--- config.mk ---
export PLATFORM = sky130hd
export DESIGN_NAME = cam_capture_ctrl
export DESIGN_NICKNAME = d
export VERILOG_FILES = /design/src/rtl/cam_pkg.sv /design/src/rtl/cam_byte_packer.sv /design/src/rtl/cam_capture_ctrl.sv
export SDC_FILE = /design/constraint.sdc
export NUM_CORES = 1
export LEC_CHECK = 0
export CORE_MARGIN = 3
export CORE_UTILIZATION = 40
export DETAILED_ROUTE_END_ITERATION = 8
export GPL_ROUTABILITY_DRIVEN = 1
export GPL_TIMING_DRIVEN = 0
export PLACE_DENSITY_LB_ADDON = 0.05
export SLEW_MARGIN = 15
export SYNTH_ARGS = -nofsm -noshare
export SYNTH_HDL_FRONTEND = slang
export SYNTH_SLANG_ARGS = --single-unit
--- constraint.sdc ---
create_clock -name PCLK_cam -period 1.6 [get_ports PCLK_cam]
set_input_delay 0.32 -clock PCLK_cam [delete_from_list [all_inputs] [get_ports PCLK_cam]]
set_output_delay 0.32 -clock PCLK_cam [all_outputs]
set_load 0.02 [all_outputs]
--- src/rtl/cam_pkg.sv ---
// cam_pkg: shared FSM state type and default parameter values for cam_capture_ctrl.
package cam_pkg;
    typedef enum logic [1:0] {IDLE, WAIT_VS, ACTIVE, DROP} cam_state_t;
    localparam int BYTES_PER_PIX_DEF = 2;
    localparam int CNT_W_DEF = 12;
    localparam int FRM_W_DEF = 16;
endpackage

--- src/rtl/cam_byte_packer.sv ---
// cam_byte_packer: shifts camera bytes into a pixel word (first byte in MSBs) and tracks byte phase.
module cam_byte_packer import cam_pkg::*; #(
    parameter int BYTES_PER_PIX = BYTES_PER_PIX_DEF
) (
    input  logic                       i_clk,
    input  logic                       i_rst_n,
    input  logic                       i_clr,
    input  logic                       i_en,
    input  logic [7:0]                 i_byte,
    output logic                       o_last,
    output logic [8*BYTES_PER_PIX-1:0] o_word
);
    localparam int PW = 8 * BYTES_PER_PIX;
    logic [1:0]    r_phase;
    logic [PW-1:0] r_sh;
    assign o_last = i_en && (r_phase == 2'(BYTES_PER_PIX - 1));
    assign o_word = (r_sh << 8) | PW'(i_byte);
    always_ff @(posedge i_clk or negedge i_rst_n) begin
        if (!i_rst_n) begin
            r_phase <= '0;
            r_sh    <= '0;
        end else if (i_clr) begin
            r_phase <= '0;
            r_sh    <= '0;
        end else if (i_en) begin
            r_phase <= o_last ? 2'd0 : r_phase + 2'd1;
            r_sh    <= o_word;
        end
    end
endmodule

--- src/rtl/cam_capture_ctrl.sv ---
// cam_capture_ctrl: camera frame capture FSM with byte packing, counters and backpressure drop.
// Optional CAM_TEST_PATTERN_EN adds a test_pattern input that replaces pixel data with pix_cnt.
module cam_capture_ctrl import cam_pkg::*; #(
    parameter int BYTES_PER_PIX = BYTES_PER_PIX_DEF,
    parameter int CNT_W         = CNT_W_DEF,
    parameter int FRM_W         = FRM_W_DEF
) (
    input  logic                       PCLK_cam,
    input  logic                       rst_n,
    input  logic                       VSYNC_cam,
    input  logic                       HREF_cam,
    input  logic [7:0]                 data_cam,
    input  logic                       conf_done,
    output logic                       on_off_cam,
    input  logic                       start_stream,
`ifdef CAM_TEST_PATTERN_EN
    input  logic                       test_pattern,
`endif
    input  logic                       out_ready,
    output logic [8*BYTES_PER_PIX-1:0] pixel,
    output logic                       pixel_valid,
    output logic                       frame_done,
    output logic                       frame_err,
    output logic                       overflow,
    output logic [CNT_W-1:0]           pix_cnt,
    output logic [CNT_W-1:0]           line_cnt,
    output logic [FRM_W-1:0]           frame_cnt
);
    localparam int PW = 8 * BYTES_PER_PIX;
    cam_state_t       r_state;
    logic             r_vs, r_vs_d, r_href, r_href_d, r_on_off;
    logic [7:0]       r_data;
    logic             r_pv, r_fd, r_fe, r_ovf;
    logic [PW-1:0]    r_pixel;
    logic [CNT_W-1:0] r_pix_cnt, r_line_cnt;
    logic [FRM_W-1:0] r_frame_cnt;
    logic             w_vs_rise, w_vs_fall, w_href_fall, w_active, w_clr, w_en, w_last;
    logic [PW-1:0]    w_word, w_pix_data;
    logic [CNT_W-1:0] w_pix_now;
    assign w_vs_rise   = r_vs & ~r_vs_d;
    assign w_vs_fall   = ~r_vs & r_vs_d;
    assign w_href_fall = ~r_href & r_href_d;
    assign w_active    = r_state == ACTIVE;
    assign w_clr       = (r_state == WAIT_VS && w_vs_fall) || (w_active && w_href_fall);
    assign w_en        = w_active && r_href && !w_vs_rise;
    // pix_cnt advances the cycle after each strobe, so the value seen with pixel_valid is its index
    assign w_pix_now   = (r_pv && !(&r_pix_cnt)) ? r_pix_cnt + CNT_W'(1) : r_pix_cnt;
`ifdef CAM_TEST_PATTERN_EN
    assign w_pix_data  = test_pattern ? PW'(w_pix_now) : w_word;
`else
    assign w_pix_data  = w_word;
`endif
    cam_byte_packer #(.BYTES_PER_PIX(BYTES_PER_PIX)) u_packer (
        .i_clk   (PCLK_cam),
        .i_rst_n (rst_n),
        .i_clr   (w_clr),
        .i_en    (w_en),
        .i_byte  (r_data),
        .o_last  (w_last),
        .o_word  (w_word)
    );
    always_ff @(posedge PCLK_cam or negedge rst_n) begin
        if (!rst_n) begin
            r_state     <= IDLE;
            r_vs        <= 1'b0;
            r_vs_d      <= 1'b0;
            r_href      <= 1'b0;
            r_href_d    <= 1'b0;
            r_data      <= '0;
            r_on_off    <= 1'b1;
            r_pv        <= 1'b0;
            r_fd        <= 1'b0;
            r_fe        <= 1'b0;
            r_ovf       <= 1'b0;
            r_pixel     <= '0;
            r_pix_cnt   <= '0;
            r_line_cnt  <= '0;
            r_frame_cnt <= '0;
        end else begin
            r_vs      <= VSYNC_cam;
            r_vs_d    <= r_vs;
            r_href    <= HREF_cam;
            r_href_d  <= r_href;
            r_data    <= data_cam;
            r_on_off  <= conf_done ? 1'b0 : r_on_off;
            r_pv      <= 1'b0;
            r_fd      <= 1'b0;
            r_fe      <= 1'b0;
            r_pix_cnt <= w_pix_now;
            case (r_state)
                IDLE: if (start_stream && !r_on_off) begin
                    r_state <= WAIT_VS;
                    r_ovf   <= 1'b0;
                end
                WAIT_VS: if (w_vs_fall) begin
                    r_state    <= ACTIVE;
                    r_pix_cnt  <= '0;
                    r_line_cnt <= '0;
                end
                default: if (w_vs_rise) begin
                    r_fd        <= 1'b1;
                    r_fe        <= r_state == DROP;
                    r_frame_cnt <= r_frame_cnt + FRM_W'(1);
                    r_state     <= start_stream ? WAIT_VS : IDLE;
                end else if (w_active && w_href_fall) begin
                    r_line_cnt <= (&r_line_cnt) ? r_line_cnt : r_line_cnt + CNT_W'(1);
                    r_pix_cnt  <= '0;
                end else if (w_last) begin
                    r_pv    <= out_ready;
                    r_pixel <= out_ready ? w_pix_data : r_pixel;
                    r_ovf   <= r_ovf | !out_ready;
                    r_state <= out_ready ? ACTIVE : DROP;
                end
            endcase
        end
    end
    assign on_off_cam  = r_on_off;
    assign pixel       = r_pixel;
    assign pixel_valid = r_pv;
    assign frame_done  = r_fd;
    assign frame_err   = r_fe;
    assign overflow    = r_ovf;
    assign pix_cnt     = r_pix_cnt;
    assign line_cnt    = r_line_cnt;
    assign frame_cnt   = r_frame_cnt;
endmodule
==> impl_metrics.env, run 1 <==
export IMPL_vias=2907
export IMPL_whs_ps=405
export IMPL_synth_fp_nets=341
export IMPL_grt_pass1_vias=2726
export IMPL_routabilityCongestion=0.776
export IMPL_period_share_pct=101
export IMPL_synthTopCellsByCount="84 x dfrtp_1, 28 x nand2_1, 22 x nor2_1"
export IMPL_clock_fmax_mhz=618
export IMPL_totalWireLength_um=8410
export IMPL_die_w_um=103
export IMPL_power_frac_comb_pct=29.1
export IMPL_rows=34
export IMPL_max_cap_violations=0
export IMPL_syn_area_per_cell_sq_um=11.7
export IMPL_worst_setup_path_start_kind="flop"
export IMPL_drc=0
export IMPL_peakVddDrop_uv=681
export IMPL_maxSlewViolCount=0
export IMPL_hpwl_um=5500
export IMPL_die_area_sq_um=10600
export IMPL_seqPwrFrac_pct=45.0
export IMPL_total_leakage_power_nw=2.69
export IMPL_worstMarginPinSlew_ps=412
export IMPL_ys_async_sr_fraction_pct=100
export IMPL_grt_pass1_wl_um=13200
export IMPL_rsz0062_at_grt="true"
export IMPL_hp_class="input pin to flop"
export IMPL_die_y_um=103
export IMPL_firstDrtPassIters=4
export IMPL_synth_area_leaders="dfrtp_1 56%, mux2i_1 4.5%, mux2_2 3.6%"
export IMPL_worstHoldStart="data_cam[5]"
export IMPL_power_switching_w=0.00193
export IMPL_r2r_start="r_state[0]"
export IMPL_crit_arrival_ps=1890
export IMPL_cell_internal_pwr_w=0.00411
export IMPL_routedWlPerCell_um=15.0
export IMPL_ys_ff_latch=85
export IMPL_critPathMaxFanout=8
export IMPL_cp_cell_sequence="and4bb_2 -> a21oi_4 -> buf_8 -> buf_4 -> nor4_4 -> mux2i_1"
export IMPL_placed_area_sq_um=4700
export IMPL_grt_total_usage_pct=15.9
export IMPL_ant_nets=0
export IMPL_initial_core_util_pct=42.2
export IMPL_hold_viol=0
export IMPL_endpoint_kind="flop"
export IMPL_dr_first_iter_drc_count=76
export IMPL_yosys_warnings=0
export IMPL_fin_skew_ps=14.6
export IMPL_viasPerCell=5.20
export IMPL_coreArea_sq_um=8930
export IMPL_period_minus_slack_ps=1620
export IMPL_critPathRequiredTime_ps=1880
export IMPL_cts_tree="built"
export IMPL_synth_most_common_cell="dfrtp_1"
export IMPL_gr_total_overflow=0
export IMPL_syn_area_sq_um=3770
export IMPL_crit_buf_inv=2
export IMPL_setup_viol=2
export IMPL_cts_made_buffers=9
export IMPL_r2r_slack_ps=-20
export IMPL_synth_main_ff_cell="dfrtp_1"
export IMPL_grt_max_degree=57
export IMPL_crit_path_max_incr_delay_ps=470
export IMPL_switching_share_pct=31.9
export IMPL_total_power_w=0.00604
export IMPL_powerDensity_nw_per_um2=1130
export IMPL_io_buffers=75
export IMPL_cp_top_family="simple AND/OR/NAND/NOR gates"
export IMPL_antenna_found_initial=0
export IMPL_path_class="flop to flop"
export IMPL_clock_sinks=85
export IMPL_post_synth_top_area_cell="dfrtp_1"
export IMPL_antenna_cells=0
export IMPL_clkTransAtPathRegs_ps=90
export IMPL_final_area_sq_um=5360
export IMPL_cpMaxStageDelayCell="dfrtp_2"
export IMPL_clkPwrFrac_pct=25.9
export IMPL_synth_cells=323
export IMPL_ys_seq_area_share_pct=56.5
export IMPL_fin_ws_ps=-17.3
export IMPL_violations="setup timing"
export IMPL_outcome="complete, but fails checks"
export IMPL_slew_headroom_pct=72.3
export IMPL_synth_cell_types=51
export IMPL_startpoint="r_state[0]"
export IMPL_fin_nets=464
export IMPL_areaGrowthSynthToFinish_pct=42.4
export IMPL_netlist_area_leader_share_pct=55.8
export IMPL_drive_above_1_share_pct=27.3
export IMPL_clk_latency_ps=350
export IMPL_clk_path_buf_depth=2
export IMPL_ctsHtreeMaxLevel=3
export IMPL_synth_edff_count=0
export IMPL_io_pins=76
export IMPL_clockRootBuffer="clkbuf_8"
==> per-layer routing <==
metal	GRT usage, %	part of all wire [%]	vias up
li1	-	-	1412
met1	21.8	46	1432
met2	24.8	48	55
met3	3.99	4.7	8
met4	4.98	1.1	0
met5	0	0	-
==> kinds of logic after synthesis <==
kind of cell	count (synthesis)	synth area share, %
multiplexers	33	9.30
buffers and inverters	17	2.09
XOR/XNOR	17	3.95
flip-flops	85	56.5
AND/OR/NAND/NOR	131	20.9
adder cells (fa/ha/maj)	3	0.997
AO/OA/AOI/OAI	37	6.21
==> cells in the final DEF (no fill, tap or decap), types with 5 or more instances in the layout <==
cell and n:
dfrtp_1 71, dlygate4sd2_1 61, buf_4 36, nand2_1 28, nor2_1 21, mux2i_1 17, nand3_1 14, xnor2_1 13
clkdlybuf4s50_1 13, dfrtp_2 13, mux2_2 12, nand4_1 11, a21oi_1 10, clkbuf_8 9, inv_1 8, o21ai_0 7
and4_1 6, nand2b_1 6, nor4_4 5
==> worst paths after layout <==
kind | endpoint | cells after the start
max | line_cnt[11] | 6
min | r_data[5] | 1
max reg2reg | line_cnt[11] | 6
min reg2reg | frame_cnt[15] | 1
max in group asynchronous | on_off_cam | 3
min in group asynchronous | line_cnt[9] | 2
==> flip-flops by register name, summed over array words and instances (netlist names), named ones only <==
name / cells
r_vs: 1
frame_err: 1
overflow: 1
r_href_d: 1
u_packer.r_phase: 2
r_vs_d: 1
r_href: 1
u_packer.r_sh: 8
frame_done: 1
frame_cnt: 16
pixel_valid: 1
r_state: 2
r_data: 8
pix_cnt: 11
pixel: 16
on_off_cam: 1
line_cnt: 12
==> through the flow <==
step | setup WS, ps | utilization (%) | TNS [ps] | std cells
finish | -17.3 | 60.0 | -19.2 | 559
global route | -96.4 | 60.0 | -1150 | 559
CTS | -59.5 | 56.2 | -117 | 537
detailed placement | -432 | 52.6 | -7110 | 507
global placement | -3300 | 52.3 | -260530 | 506
floorplan | -48.4 | - | -48.4 | 323
==> power groups by stage <==
stage	combinational (W)	sequential [W]	clock [W]
final	0.00176	0.00272	0.00157
after floorplan	0.000619	0.00295	0
after detailed placement	0.00149	0.00276	0
after global routing	0.00192	0.00277	0.00171
after global placement	0.00146	0.00276	0
after CTS	0.00139	0.00275	0.00162
==> repair_timing <==
item / 4_1_cts / 5_1_grt
setup buffers: 14 / 21
endpoints found under the setup margin: 106 / 32
resized for setup: 82 / 38
cloned: 0 / 1
hold buffers: 1 / 0
pin swaps: 9 / 13
hold endpoints to repair: 29 / 0
==> cell type report <==
type,instances,area (sq um)
fill,768,3570
sequential,85,2140
multi-input combinational,221,1740
timing repair buffer,113,1030
tap,108,135
clock buffer,9,124
clock inverter,7,81.3
buffer,8,81.3
inverter,8,30.0
Power figures use the tool's default switching activity.
==> run 2, diff against run 1 <==
CORE_UTILIZATION = 46   (was 40)
==> run 2 against run 1 <==
The flow still finishes with violations (setup timing); total power fell by 4.9%; sequential power hardly changed; clock power shrank 3%; non-clock buffer count shrank 11; setup slack worse by 1.1 ps; clock skew down 3.6 ps; first-iteration DRC count up 43%; highest routed layer unchanged.
==> impl_metrics.env, run 2 (same netlist as run 1, synthesis figures left out) <==
export IMPL_viasPerCell=5.36
export IMPL_final_seq_area_sq_um=2140
export IMPL_final_core_util_pct=66.0
export IMPL_rsz0062_at_grt="true"
export IMPL_cell_internal_pwr_w=0.00392
export IMPL_firstDrtPassIters=4
export IMPL_setup_viol=1
export IMPL_grt_max_degree=58
export IMPL_power_frac_comb_pct=25.8
export IMPL_cts_made_buffers=9
export IMPL_ant_nets=0
export IMPL_areaGrowthSynthToFinish_pct=37.5
export IMPL_final_common_cell="dfrtp_1"
export IMPL_die_y_um=96.5
export IMPL_maxSlewViolCount=0
export IMPL_fin_nets=453
export IMPL_hold_viol=0
export IMPL_slew_headroom_pct=72.7
export IMPL_grt_pass1_vias=2803
export IMPL_hp_class="input pin to flop"
export IMPL_power_switching_w=0.00183
export IMPL_clockRootBuffer="clkbuf_8"
export IMPL_routedWlPerCell_um=15.3
export IMPL_clock_sinks=85
export IMPL_clkTransAtPathRegs_ps=90
export IMPL_violations="setup timing"
export IMPL_nFillCells=664
export IMPL_cp_cell_sequence="and4bb_4 -> a21oi_4 -> buf_6 -> nor4_4 -> mux2i_1"
export IMPL_crit_end="line_cnt[11]"
export IMPL_outcome="complete, but fails checks"
export IMPL_initial_core_util_pct=48.0
export IMPL_antenna_found_initial=0
export IMPL_final_cell_mix="73 x dfrtp_1, 61 x dlygate4sd2_1, 28 x nand2_1"
export IMPL_total_leakage_power_nw=2.55
export IMPL_ctsHtreeMaxLevel=3
export IMPL_startpoint="r_vs"
export IMPL_drive_above_1_share_pct=23.2
export IMPL_final_cells=542
export IMPL_period_share_pct=101
export IMPL_clock_fmax_mhz=618
export IMPL_switching_share_pct=31.8
export IMPL_crit_arrival_ps=1900
export IMPL_dp_cells=501
export IMPL_cts_tree="built"
export IMPL_grt_pass1_wl_um=13600
export IMPL_fin_ws_ps=-18.4
export IMPL_path_class="flop to flop"
export IMPL_seqPwrFrac_pct=47.7
export IMPL_crit_path_max_incr_delay_ps=450
export IMPL_clkPwrFrac_pct=26.5
export IMPL_clk_path_buf_depth=2
export IMPL_fin_skew_ps=11.0
export IMPL_coreArea_sq_um=7850
export IMPL_die_area_sq_um=9310
export IMPL_max_cap_violations=0
export IMPL_rows=32
export IMPL_dr_first_iter_drc_count=109
export IMPL_whs_ps=408
export IMPL_worst_setup_path_start_kind="flop"
export IMPL_endpoint_kind="flop"
export IMPL_die_w_um=96.5
export IMPL_placed_area_sq_um=4690
export IMPL_critPathMaxFanout=7
export IMPL_period_minus_slack_ps=1620
export IMPL_reg2reg_depth=5
export IMPL_cpMaxStageDelayCell="dfrtp_2"
export IMPL_r2r_start="r_vs"
export IMPL_critPathRequiredTime_ps=1880
export IMPL_grt_total_usage_pct=18.8
export IMPL_r2r_end="line_cnt[11]"
export IMPL_drc=0
export IMPL_final_area_sq_um=5180
export IMPL_io_buffers=75
export IMPL_r2r_slack_ps=-20
export IMPL_worstMarginPinSlew_ps=409
export IMPL_multi_input_area_sq_um=1710
export IMPL_totalWireLength_um=8270
export IMPL_antenna_cells=0
export IMPL_clk_latency_ps=340
export IMPL_io_pins=76
export IMPL_peakVddDrop_uv=722
export IMPL_powerDensity_nw_per_um2=1110
export IMPL_vias=2903
export IMPL_routabilityCongestion=0.805
export IMPL_gr_total_overflow=0
export IMPL_hpwl_um=5520
## run 2: per-layer routing
| metal | global-route usage, % | share of wire (%) |
|---|---|---|
| met5 | 0 | 0 |
| met4 | 5.49 | 1.1 |
| met3 | 5.03 | 5.2 |
| met2 | 30.7 | 48 |
| met1 | 24.7 | 45 |
## run 2: what timing repair did
item	CTS	global route
cloned	1	0
setup buffers	19	5
setup endpoints to repair	99	45
hold buffers	1	0
pin swaps	8	7
endpoints found under the hold margin	28	0
resized for setup	82	25
## run 2: layout make-up
cell class	count	share of cell area (%)
tap	102	2.46
buffer	8	1.35
clock buffer	11	2.73
sequential	85	41.4
timing repair buffer	102	17.3
multi-input combinational	221	33.1
inverter	8	0.580
clock inverter	5	1.14
## run 2: how the worst min path moves through the flow
stage	start	end	cells past startpoint
after floorplan	rst_n	async pin	0
after global placement	frame_cnt[15]	frame_cnt[15]	1
after detailed placement	rst_n	line_cnt[10]	1
after CTS	data_cam[0]	r_data[0]	1
after global routing	data_cam[3]	r_data[3]	1
final	data_cam[3]	r_data[3]	1
## run 2: power groups by stage
stage,Clock (W),Combinational [W],Sequential [W]
after CTS,0.00159,0.00145,0.00274
after global placement,0,0.00146,0.00276
after global routing,0.00167,0.00163,0.00280
after floorplan,0,0.000619,0.00295
final,0.00152,0.00148,0.00274
after detailed placement,0,0.00150,0.00276
## run 2: metrics by stage
step	setup WS [ps]	setup TNS, ps	power, W
2_1_floorplan	-48.4	-48.4	0.00357
3_3_place_gp	-3220	-254320	0.00422
3_5_place_dp	-421	-6890	0.00426
4_1_cts	-14.2	-14.2	0.00578
5_1_grt	-88.7	-641	0.00609
6_report	-18.4	-18.4	0.00574
## run 2: worst max-delay path, delay by kind of cell, from the launching register on
kind                   cells  cell delay [ps]
AND/OR/NAND/NOR            2              670
flip-flops                 1              450
multiplexers               1              210
buffers and inverters      1              150
AO/OA/AOI/OAI              1               80
